## config.mk

```make
export PLATFORM = sky130hd
export DESIGN_NAME = keypad_scanner
export DESIGN_NICKNAME = d
export VERILOG_FILES = /design/src/rtl/keypad_scanner.sv
export SDC_FILE = /design/constraint.sdc
export NUM_CORES = 1
export LEC_CHECK = 0
export BUFFER_PORTS_ARGS = -buffer_cell sky130_fd_sc_hd__buf_4
export CAP_MARGIN = 20
export CORE_MARGIN = 2
export CORE_UTILIZATION = 60
export CTS_BUF_LIST = sky130_fd_sc_hd__clkbuf_16
export DETAILED_ROUTE_END_ITERATION = 10
export PLACE_DENSITY = 0.87
export REMOVE_ABC_BUFFERS = 1
export SYNTH_ARGS = -nofsm -noshare
export SYNTH_HDL_FRONTEND = slang
export SYNTH_SLANG_ARGS = --single-unit
export TNS_END_PERCENT = 30
```

## constraint.sdc

```tcl
create_clock -name clock -period 3.8 [get_ports clock]
set_input_delay 0 -clock clock [delete_from_list [all_inputs] [get_ports clock]]
set_output_delay 0 -clock clock [all_outputs]
set_load 0.02 [all_outputs]
```

## src/rtl/keypad_scanner.sv

```systemverilog
// -----------------------------------------------------------------------------
// keypad_scanner
//
// Parametrised keypad matrix scanner. Drives an encoded column select, waits
// SETTLE_CYCLES for the column to settle, then samples the externally encoded
// row code. A press is accepted after DEBOUNCE_COUNT consecutive identical
// samples and a release after DEBOUNCE_COUNT consecutive non-matching samples.
// Accepted keys are offered on a valid/ready handshake. An optional
// auto-repeat re-emits the held key after REPEAT_DELAY samples, then every
// REPEAT_PERIOD samples.
//
// Ports:
//   clock         system clock
//   reset         synchronous, active-high reset
//   col_sel       encoded column currently driven
//   row_code      encoded pressed row in the selected column
//   row_valid     a key is pressed in the selected column
//   repeat_en     enables auto-repeat while a key is held
//   key_code      accepted key = col*NUM_ROWS + row
//   key_valid     key_code holds an untaken key
//   key_ready     consumer accepts key_code
//   key_held      a debounced key is currently down
//   key_released  one-cycle pulse on a debounced release
//   overrun       one-cycle pulse when an accepted key is dropped
// -----------------------------------------------------------------------------
module keypad_scanner #(
    parameter  int NUM_COLS       = 4,
    parameter  int NUM_ROWS       = 4,
    parameter  int SETTLE_CYCLES  = 16,
    parameter  int DEBOUNCE_COUNT = 4,
    parameter  int REPEAT_DELAY   = 64,
    parameter  int REPEAT_PERIOD  = 16,
    localparam int COL_W          = (NUM_COLS > 1) ? $clog2(NUM_COLS) : 1,
    localparam int ROW_W          = (NUM_ROWS > 1) ? $clog2(NUM_ROWS) : 1,
    localparam int CODE_W         = $clog2(NUM_COLS * NUM_ROWS)
) (
    input  logic              clock,
    input  logic              reset,
    output logic [COL_W-1:0]  col_sel,
    input  logic [ROW_W-1:0]  row_code,
    input  logic              row_valid,
    input  logic              repeat_en,
    output logic [CODE_W-1:0] key_code,
    output logic              key_valid,
    input  logic              key_ready,
    output logic              key_held,
    output logic              key_released,
    output logic              overrun
);

    localparam int TMR_W   = $clog2(SETTLE_CYCLES);
    localparam int CNT_W   = $clog2(DEBOUNCE_COUNT + 1);
    localparam int REP_MAX = (REPEAT_DELAY > REPEAT_PERIOD) ? REPEAT_DELAY : REPEAT_PERIOD;
    localparam int REP_W   = $clog2(REP_MAX + 1);

    typedef enum logic [1:0] {
        ST_SCAN,
        ST_DEBOUNCE,
        ST_HELD
    } state_t;

    state_t              state_q, state_d;
    logic [TMR_W-1:0]    timer_q, timer_d;
    logic [COL_W-1:0]    col_q, col_d;
    logic [ROW_W-1:0]    cand_row_q, cand_row_d;
    logic [CNT_W-1:0]    deb_cnt_q, deb_cnt_d;
    logic [CNT_W-1:0]    rel_cnt_q, rel_cnt_d;
    logic [REP_W-1:0]    rep_cnt_q, rep_cnt_d;
    logic                rep_phase_q, rep_phase_d;   // 0: waiting for first repeat, 1: periodic
    logic [CODE_W-1:0]   key_code_q, key_code_d;
    logic                key_valid_q, key_valid_d;
    logic                key_held_q, key_held_d;
    logic                key_released_q, key_released_d;
    logic                overrun_q, overrun_d;

    logic                sample;
    logic                hit;
    logic                transfer;
    logic                accept;
    logic [COL_W-1:0]    col_next;

    always_comb begin
        // NOTE: every variable gets a default before any branch, so no path
        // through this block can leave a value unassigned and infer a latch.
        sample         = (timer_q == TMR_W'(SETTLE_CYCLES - 1));
        timer_d        = sample ? '0 : timer_q + TMR_W'(1);
        col_next       = (col_q == COL_W'(NUM_COLS - 1)) ? '0 : col_q + COL_W'(1);
        hit            = row_valid && (row_code == cand_row_q);
        transfer       = key_valid_q && key_ready;
        accept         = 1'b0;

        state_d        = state_q;
        col_d          = col_q;
        cand_row_d     = cand_row_q;
        deb_cnt_d      = deb_cnt_q;
        rel_cnt_d      = rel_cnt_q;
        rep_cnt_d      = rep_cnt_q;
        rep_phase_d    = rep_phase_q;
        key_code_d     = key_code_q;
        key_valid_d    = transfer ? 1'b0 : key_valid_q;
        key_held_d     = key_held_q;
        key_released_d = 1'b0;
        overrun_d      = 1'b0;

        case (state_q)
            ST_SCAN: begin
                if (sample) begin
                    if (row_valid) begin
                        // col_sel stays put: it is the candidate's column.
                        cand_row_d = row_code;
                        deb_cnt_d  = CNT_W'(1);
                        if (DEBOUNCE_COUNT == 1) begin
                            accept  = 1'b1;
                            state_d = ST_HELD;
                        end else begin
                            state_d = ST_DEBOUNCE;
                        end
                    end else begin
                        col_d = col_next;
                    end
                end
            end

            ST_DEBOUNCE: begin
                if (sample) begin
                    if (hit) begin
                        deb_cnt_d = deb_cnt_q + CNT_W'(1);
                        if (deb_cnt_d == CNT_W'(DEBOUNCE_COUNT)) begin
                            accept  = 1'b1;
                            state_d = ST_HELD;
                        end
                    end else begin
                        deb_cnt_d = '0;
                        state_d   = ST_SCAN;
                        col_d     = col_next;
                    end
                end
            end

            ST_HELD: begin
                if (sample) begin
                    if (hit) begin
                        rel_cnt_d = '0;
                        if (repeat_en) begin
                            rep_cnt_d = rep_cnt_q + REP_W'(1);
                            if (rep_cnt_d == (rep_phase_q ? REP_W'(REPEAT_PERIOD)
                                                          : REP_W'(REPEAT_DELAY))) begin
                                accept      = 1'b1;
                                rep_cnt_d   = '0;
                                rep_phase_d = 1'b1;
                            end
                        end else begin
                            rep_cnt_d   = '0;
                            rep_phase_d = 1'b0;
                        end
                    end else begin
                        rep_cnt_d   = '0;
                        rep_phase_d = 1'b0;
                        rel_cnt_d   = rel_cnt_q + CNT_W'(1);
                        if (rel_cnt_d == CNT_W'(DEBOUNCE_COUNT)) begin
                            rel_cnt_d      = '0;
                            deb_cnt_d      = '0;
                            key_held_d     = 1'b0;
                            key_released_d = 1'b1;
                            state_d        = ST_SCAN;
                            col_d          = col_next;
                        end
                    end
                end
            end

            default: state_d = ST_SCAN;
        endcase

        if (accept) begin
            key_held_d = 1'b1;
            // Only a free slot (or one being emptied this cycle) takes the key;
            // otherwise the untaken key is kept and the new one is dropped.
            if (!key_valid_q || transfer) begin
                key_code_d  = CODE_W'(col_q) * CODE_W'(NUM_ROWS) + CODE_W'(cand_row_d);
                key_valid_d = 1'b1;
            end else begin
                overrun_d = 1'b1;
            end
        end
    end

    always_ff @(posedge clock) begin
        // NOTE: state is updated with non-blocking assignments only, and the
        // synchronous reset clears every flop, discarding any pending key.
        if (reset) begin
            state_q        <= ST_SCAN;
            timer_q        <= '0;
            col_q          <= '0;
            cand_row_q     <= '0;
            deb_cnt_q      <= '0;
            rel_cnt_q      <= '0;
            rep_cnt_q      <= '0;
            rep_phase_q    <= 1'b0;
            key_code_q     <= '0;
            key_valid_q    <= 1'b0;
            key_held_q     <= 1'b0;
            key_released_q <= 1'b0;
            overrun_q      <= 1'b0;
        end else begin
            state_q        <= state_d;
            timer_q        <= timer_d;
            col_q          <= col_d;
            cand_row_q     <= cand_row_d;
            deb_cnt_q      <= deb_cnt_d;
            rel_cnt_q      <= rel_cnt_d;
            rep_cnt_q      <= rep_cnt_d;
            rep_phase_q    <= rep_phase_d;
            key_code_q     <= key_code_d;
            key_valid_q    <= key_valid_d;
            key_held_q     <= key_held_d;
            key_released_q <= key_released_d;
            overrun_q      <= overrun_d;
        end
    end

    assign col_sel      = col_q;
    assign key_code     = key_code_q;
    assign key_valid    = key_valid_q;
    assign key_held     = key_held_q;
    assign key_released = key_released_q;
    assign overrun      = overrun_q;

endmodule

```

Yosys cells after proc, flatten, opt, wreduce, memory -nomap -nowiden
Index checks and enable logic that the tools add are counted.
{"block": "word_totals", "ff_bits": 32, "latchBits": 0, "ramBits": 0, "rom_bits": 0, "inputBits": 7, "output_inout_bits": 10, "n_memories": 0}
{"block": "op_classes", "add_sub_neg": 6, "mul": 0, "div": 0, "order_cmp": 0, "eq_ne": 19, "shifts": 0, "n_mux": 56, "n_bitwise": 3, "n_reduce_logical": 19}
{"cell": "$mux W2", "n": 19}
{"cell": "$mux W7", "n": 4}
{"cell": "$mux W3", "n": 9}
{"cell": "$mux W1", "n": 20}
{"cell": "$ne A2 B2 Y1 const B", "n": 8}
{"cell": "$reduce_and A7 Y1", "n": 2}
{"cell": "$pmux W2 S3", "n": 2}
{"cell": "$pmux W3 S3", "n": 1}
{"cell": "$reduce_and A8 Y1", "n": 1}
{"cell": "$add A7 B1 Y7 const B", "n": 1}
{"cell": "$eq A7 B7 Y1", "n": 1}
{"cell": "$add A3 B1 Y3 const B", "n": 2}
{"cell": "$eq A3 B3 Y1 const B", "n": 2}
{"cell": "$reduce_bool A2 Y1", "n": 3}
{"cell": "$add A4 B1 Y4 const B", "n": 1}
{"cell": "$add A4 B2 Y4", "n": 1}
{"cell": "$eq A2 B2 Y1 const B", "n": 2}
{"cell": "$eq A4 B4 Y1 const B", "n": 1}
{"cell": "$reduce_and A2 Y1", "n": 2}
{"cell": "$reduce_and A4 Y1", "n": 1}
{"cell": "$reduce_or A2 Y1", "n": 2}
{"cell": "$reduce_or A4 Y1", "n": 1}
{"cell": "$ne A3 B2 Y1 const B", "n": 1}
{"cell": "$ne A3 B3 Y1 const B", "n": 1}
{"cell": "12 further kinds", "n": 15}

Depth between registers and ports, before layout
{"block": "logic_depth", "ltp_word": 9, "ltp_mapped": 9, "ltp_nobuf": 8}

Least setup slack after synthesis
No wires, ideal clock.
{"block": "synth_path", "path_type": "register to register", "start": "register rep_cnt_q[0]", "end": "register key_code_q[0] (netlist: key_code[0])", "setup_time_ns": 0.121, "arrival_ns": 1.868, "required_time_ns": 3.679, "path_slack_ns": 1.811, "path_stages_with_launch": 8, "path_buffers": 0, "cell_sequence": "dfxtp_1 -> ha_1 -> nand4_2 -> or3_1 -> o211ai_2 -> a21oi_2 -> nor3b_4 -> mux2_4"}
{"block": "synth_via", "elab_chain_len": 8}
{"item": "from (decl)", "line_no": "68", "rtl": "logic [REP_W-1:0] rep_cnt_q, rep_cnt_d;"}
{"item": "from (signal assigned)", "line_no": "212", "rtl": "rep_cnt_q <= rep_cnt_d;"}
{"item": "$add A7 B1 Y7", "line_no": "145", "rtl": "rep_cnt_d = rep_cnt_q + REP_W'(1);"}
{"item": "$eq A7 B7 Y1", "line_no": "146", "rtl": "if (rep_cnt_d == (rep_phase_q ? REP_W'(REPEAT_PERIOD)"}
{"item": "$mux W1", "line_no": "146"}
{"item": "$mux W1", "line_no": "144", "rtl": "if (repeat_en) begin"}
{"item": "$mux W1", "line_no": "142", "rtl": "if (hit) begin"}
{"item": "$mux W1", "line_no": "141", "rtl": "if (sample) begin"}
{"item": "$pmux W1 S2", "line_no": "105", "rtl": "case (state_q)"}
{"item": "$reduce_and A2 Y1 (no source line)"}
{"item": "to (signal assigned)", "line_no": "214", "rtl": "key_code_q <= key_code_d;"}
{"item": "to (decl)", "line_no": "70", "rtl": "logic [CODE_W-1:0] key_code_q, key_code_d;"}
Every way passes these cells.
A chain may end at the register's enable or synchronous reset.

Final worst setup path
{"block": "layout_path", "start": "register rep_cnt_q[0]", "end": "register key_code_q[1] (netlist: key_code[1])"}
Same word-level chain as after synthesis.

==> flow_metrics.py <==
metrics = {
    "pwr": {
        "swShare_pct": 20.8,
        "powerDensity_nw_per_um2": 379,
        "power.internal_uw": 585,
        "ir_worst_vdd_mv": 0.415,
        "power.leakage_nw": 0.759,
        "p_seq_share_pct": 46.2,
        "clockPowerShare_pct": 50.9,
        "comb_power_share_pct": 3.0,
        "switchingPower_uw": 153,
    },
    "clock_tree": {
        "cts_buffer_depth": 2,
        "clkTransAtPathRegs_ns": 0.05,
        "cts.sinks": 32,
        "postCtsHoldBufs": 0,
        "cts_tree": "done",
        "worstSkewPairLatency_ns": 0.28,
        "post-cts-setup-buffers": 0,
        "htreeDepth": 2,
        "cts-resized-gates": 0,
        "cts_root_buf": "clkbuf_16",
        "cts_made_buffers": 5,
    },
    "worst_setup_path": {
        "slowest_stage": "dfxtp_1",
        "path_delay_family": "simple AND/OR/NAND/NOR gates",
        "cp-start-kind": "register",
        "path_cells": "ha_1 > nand4_2 > or3_1 > o211ai_2 > a21oi_2 > nor3b_4 > mux2_4",
        "worst_ep_required_time_ns": 3.96,
        "cp.arrival_ns": 2.34,
        "end_kind": "register",
        "critPathMaxFanout": 6,
        "cpPeakStageDelay_ns": 0.40,
        "crit_buf_inv": 0,
        "crit_type": "register to register",
    },
    "outcome": {
        "outcome": "finished, final reports clean",
    },
    "sta": {
        "fin_crit_sh_pct": 57.4,
        "fmax_ghz": 0.459,
        "drv_slew": 0,
        "worstMarginPinSlew_ns": 0.459,
        "clock_skew_ns": 0.00718,
        "whs_ns": 0.0522,
        "hold_viol_final": 0,
        "period_needed_ns": 2.18,
        "rsz0062_at_grt": "false",
        "setup_tns_ns": 0,
        "setup_violations": 0,
        "slew_headroom_pct": 69.3,
    },
    "synth": {
        "seq_area_frac_synth_pct": 37.8,
        "synth_edf_count": 0,
        "synthesis.area_sq_um": 1700,
        "ys.warnings.count": 0,
        "ys_seq_elements": 32,
        "avgSynthCellArea_sq_um": 8.66,
        "async_reset_ff_share_pct": 0,
        "ys.flop_type": "dfxtp_1",
        "synthCells": 196,
        "ys_types": 42,
    },
    "place": {
        "io_buffers": 16,
        "gp_congestion": 0.862,
        "place_inst": 234,
        "hpwl_um": 2650,
    },
    "route": {
        "ant_nets": 0,
        "drt_iter0_drc": 56,
        "vias": 1450,
        "drc_errors": 0,
        "dr.pass1.iters": 5,
        "drt-vias-per-instance": 5.99,
        "totalWireLength_um": 3660,
        "routedWlPerCell_um": 15.1,
    },
    "floorplan": {
        "row_count": 19,
        "die_x_um": 57.2,
        "dieArea_sq_um": 3270,
        "dieHeight_um": 57.2,
        "core_sq_um": 2710,
        "io_pins": 17,
        "start_util_pct": 62.6,
    },
    "layout": {
        "n_fill_cell": 203,
        "final_core_util_pct": 71.9,
        "area_growth_pct": 14.9,
        "antenna_cells": 0,
        "instances_no_fill": 242,
        "drive_above_1_share_pct": 15.6,
        "nets": 228,
    },
    "job": {
        "cap_violations": 0,
    },
    "grt": {
        "grt_usage_pct": 25.2,
        "grt_overflow": 0,
        "grt_pass1_vias": 1446,
        "grt_pass1_wl_um": 6180,
        "grt_start_max_net_pins": 33,
        "antenna_found_initial": 0,
    },
    "worst_hold_path": {
        "hp-class": "input port to register",
    },
}
[power groups by stage]
stage               logic [mW]  clock network (mW)  registers [mW]
floorplan              0.00924                   0           0.348
global placement        0.0201                   0           0.348
detailed placement      0.0217                   0           0.348
CTS                     0.0218               0.385           0.341
global route            0.0238               0.400           0.341
finish                  0.0219               0.376           0.341
[cells in the final DEF, fill, tap and decap left out, types with 2 or more instances in the layout]
cell / count
nand4b_1: 2
buf_4: 16
nor2b_1: 4
or3_1: 3
o21ai_0: 3
nand2b_1: 6
xnor2_1: 8
a21oi_1: 13
nand3_1: 7
mux2_4: 2
a22oi_1: 2
a211oi_1: 3
nor3_1: 9
a31oi_1: 3
clkbuf_16: 5
and3_1: 3
or2_2: 2
dfxtp_1: 32
mux2i_1: 8
nor2_1: 23
nand2_1: 19
inv_1: 8
ha_1: 11
[registers in the layout (all words and copies together), names as in the netlist, 2 cells and up]
| signal | count |
|---|---|
| deb_cnt_q | 3 |
| rel_cnt_q | 3 |
| rep_cnt_q | 7 |
| timer_q | 4 |
| cand_row_q | 2 |
| key_code | 4 |
| col_sel | 2 |
| state_q | 2 |
[tightest hold or removal path, stage by stage]
cell,delay (ns)
buf_4,0.07
nand2b_1,0.14
nor3_1,0.07
[cell usage after synthesis (4+ instances only)]
| master | number | share of area, % |
|---|---|---|
| ha_1 | 11 | 8.1 |
| dfxtp_1 | 32 | 38 |
| nor2_1 | 23 | 5.1 |
| inv_1 | 7 | 1.5 |
| mux2i_1 | 8 | 4.7 |
| a21oi_1 | 13 | 3.8 |
| nor3_1 | 9 | 2.7 |
| clkbuf_1 | 6 | 1.3 |
| nand2_1 | 19 | 4.2 |
| nor2b_1 | 4 | 1.5 |
| nand3_1 | 7 | 2.1 |
| xnor2_1 | 8 | 4.1 |
| nand2b_1 | 6 | 2.2 |
[layout make-up]
class | count | area (sq um) | area share, %
clock buffer | 5 | 125 | 6.42
clock inverter | 3 | 15.0 | 0.770
inverter | 7 | 26.3 | 1.35
multi-input combinational | 148 | 983 | 50.4
sequential | 32 | 641 | 32.9
tap | 31 | 38.8 | 1.99
timing repair buffer | 16 | 120 | 6.16
[worst paths after layout]
check | cells after the start | start | slack (ns) | to
worst max-delay path | 7 | rep_cnt_q[0] | 1.62 | key_code[1]
worst min-delay path | 3 | key_ready | 0.05 | overrun
worst max register to register | 7 | rep_cnt_q[0] | 1.62 | key_code[1]
worst min register to register | 2 | key_held | 0.47 | key_held
[routing by layer]
metal / vias up / share of wire, % / global-route usage (%)
li1: 704 / - / -
met5: - / 0 / 0
met2: 50 / 54 / 44.7
met4: 0 / 2.8 / 15.6
met1: 684 / 39 / 26.4
met3: 12 / 4.0 / 6.35
[cell families after synthesis]
logic type      synth area share (%)
xor+xnor                        4.65
fa+ha+maj                       8.11
simple gates                    25.9
compound gates                  12.8
buf+inv                         4.28
flops                           37.8
mux                             6.49
[stage by stage]
| step | power, mW | setup slack, ns | area, sq um |
|---|---|---|---|
| 3_3_place_gp | 0.368 | 1.73 | 1810 |
| 4_1_cts | 0.747 | 1.61 | 1950 |
| 5_1_grt | 0.764 | 1.49 | 1950 |
| 6_report | 0.739 | 1.62 | 1950 |
| 3_5_place_dp | 0.370 | 1.66 | 1810 |
| 2_1_floorplan | 0.357 | 1.80 | 1650 |
Note: power is estimated with default switching activity, not from simulation.
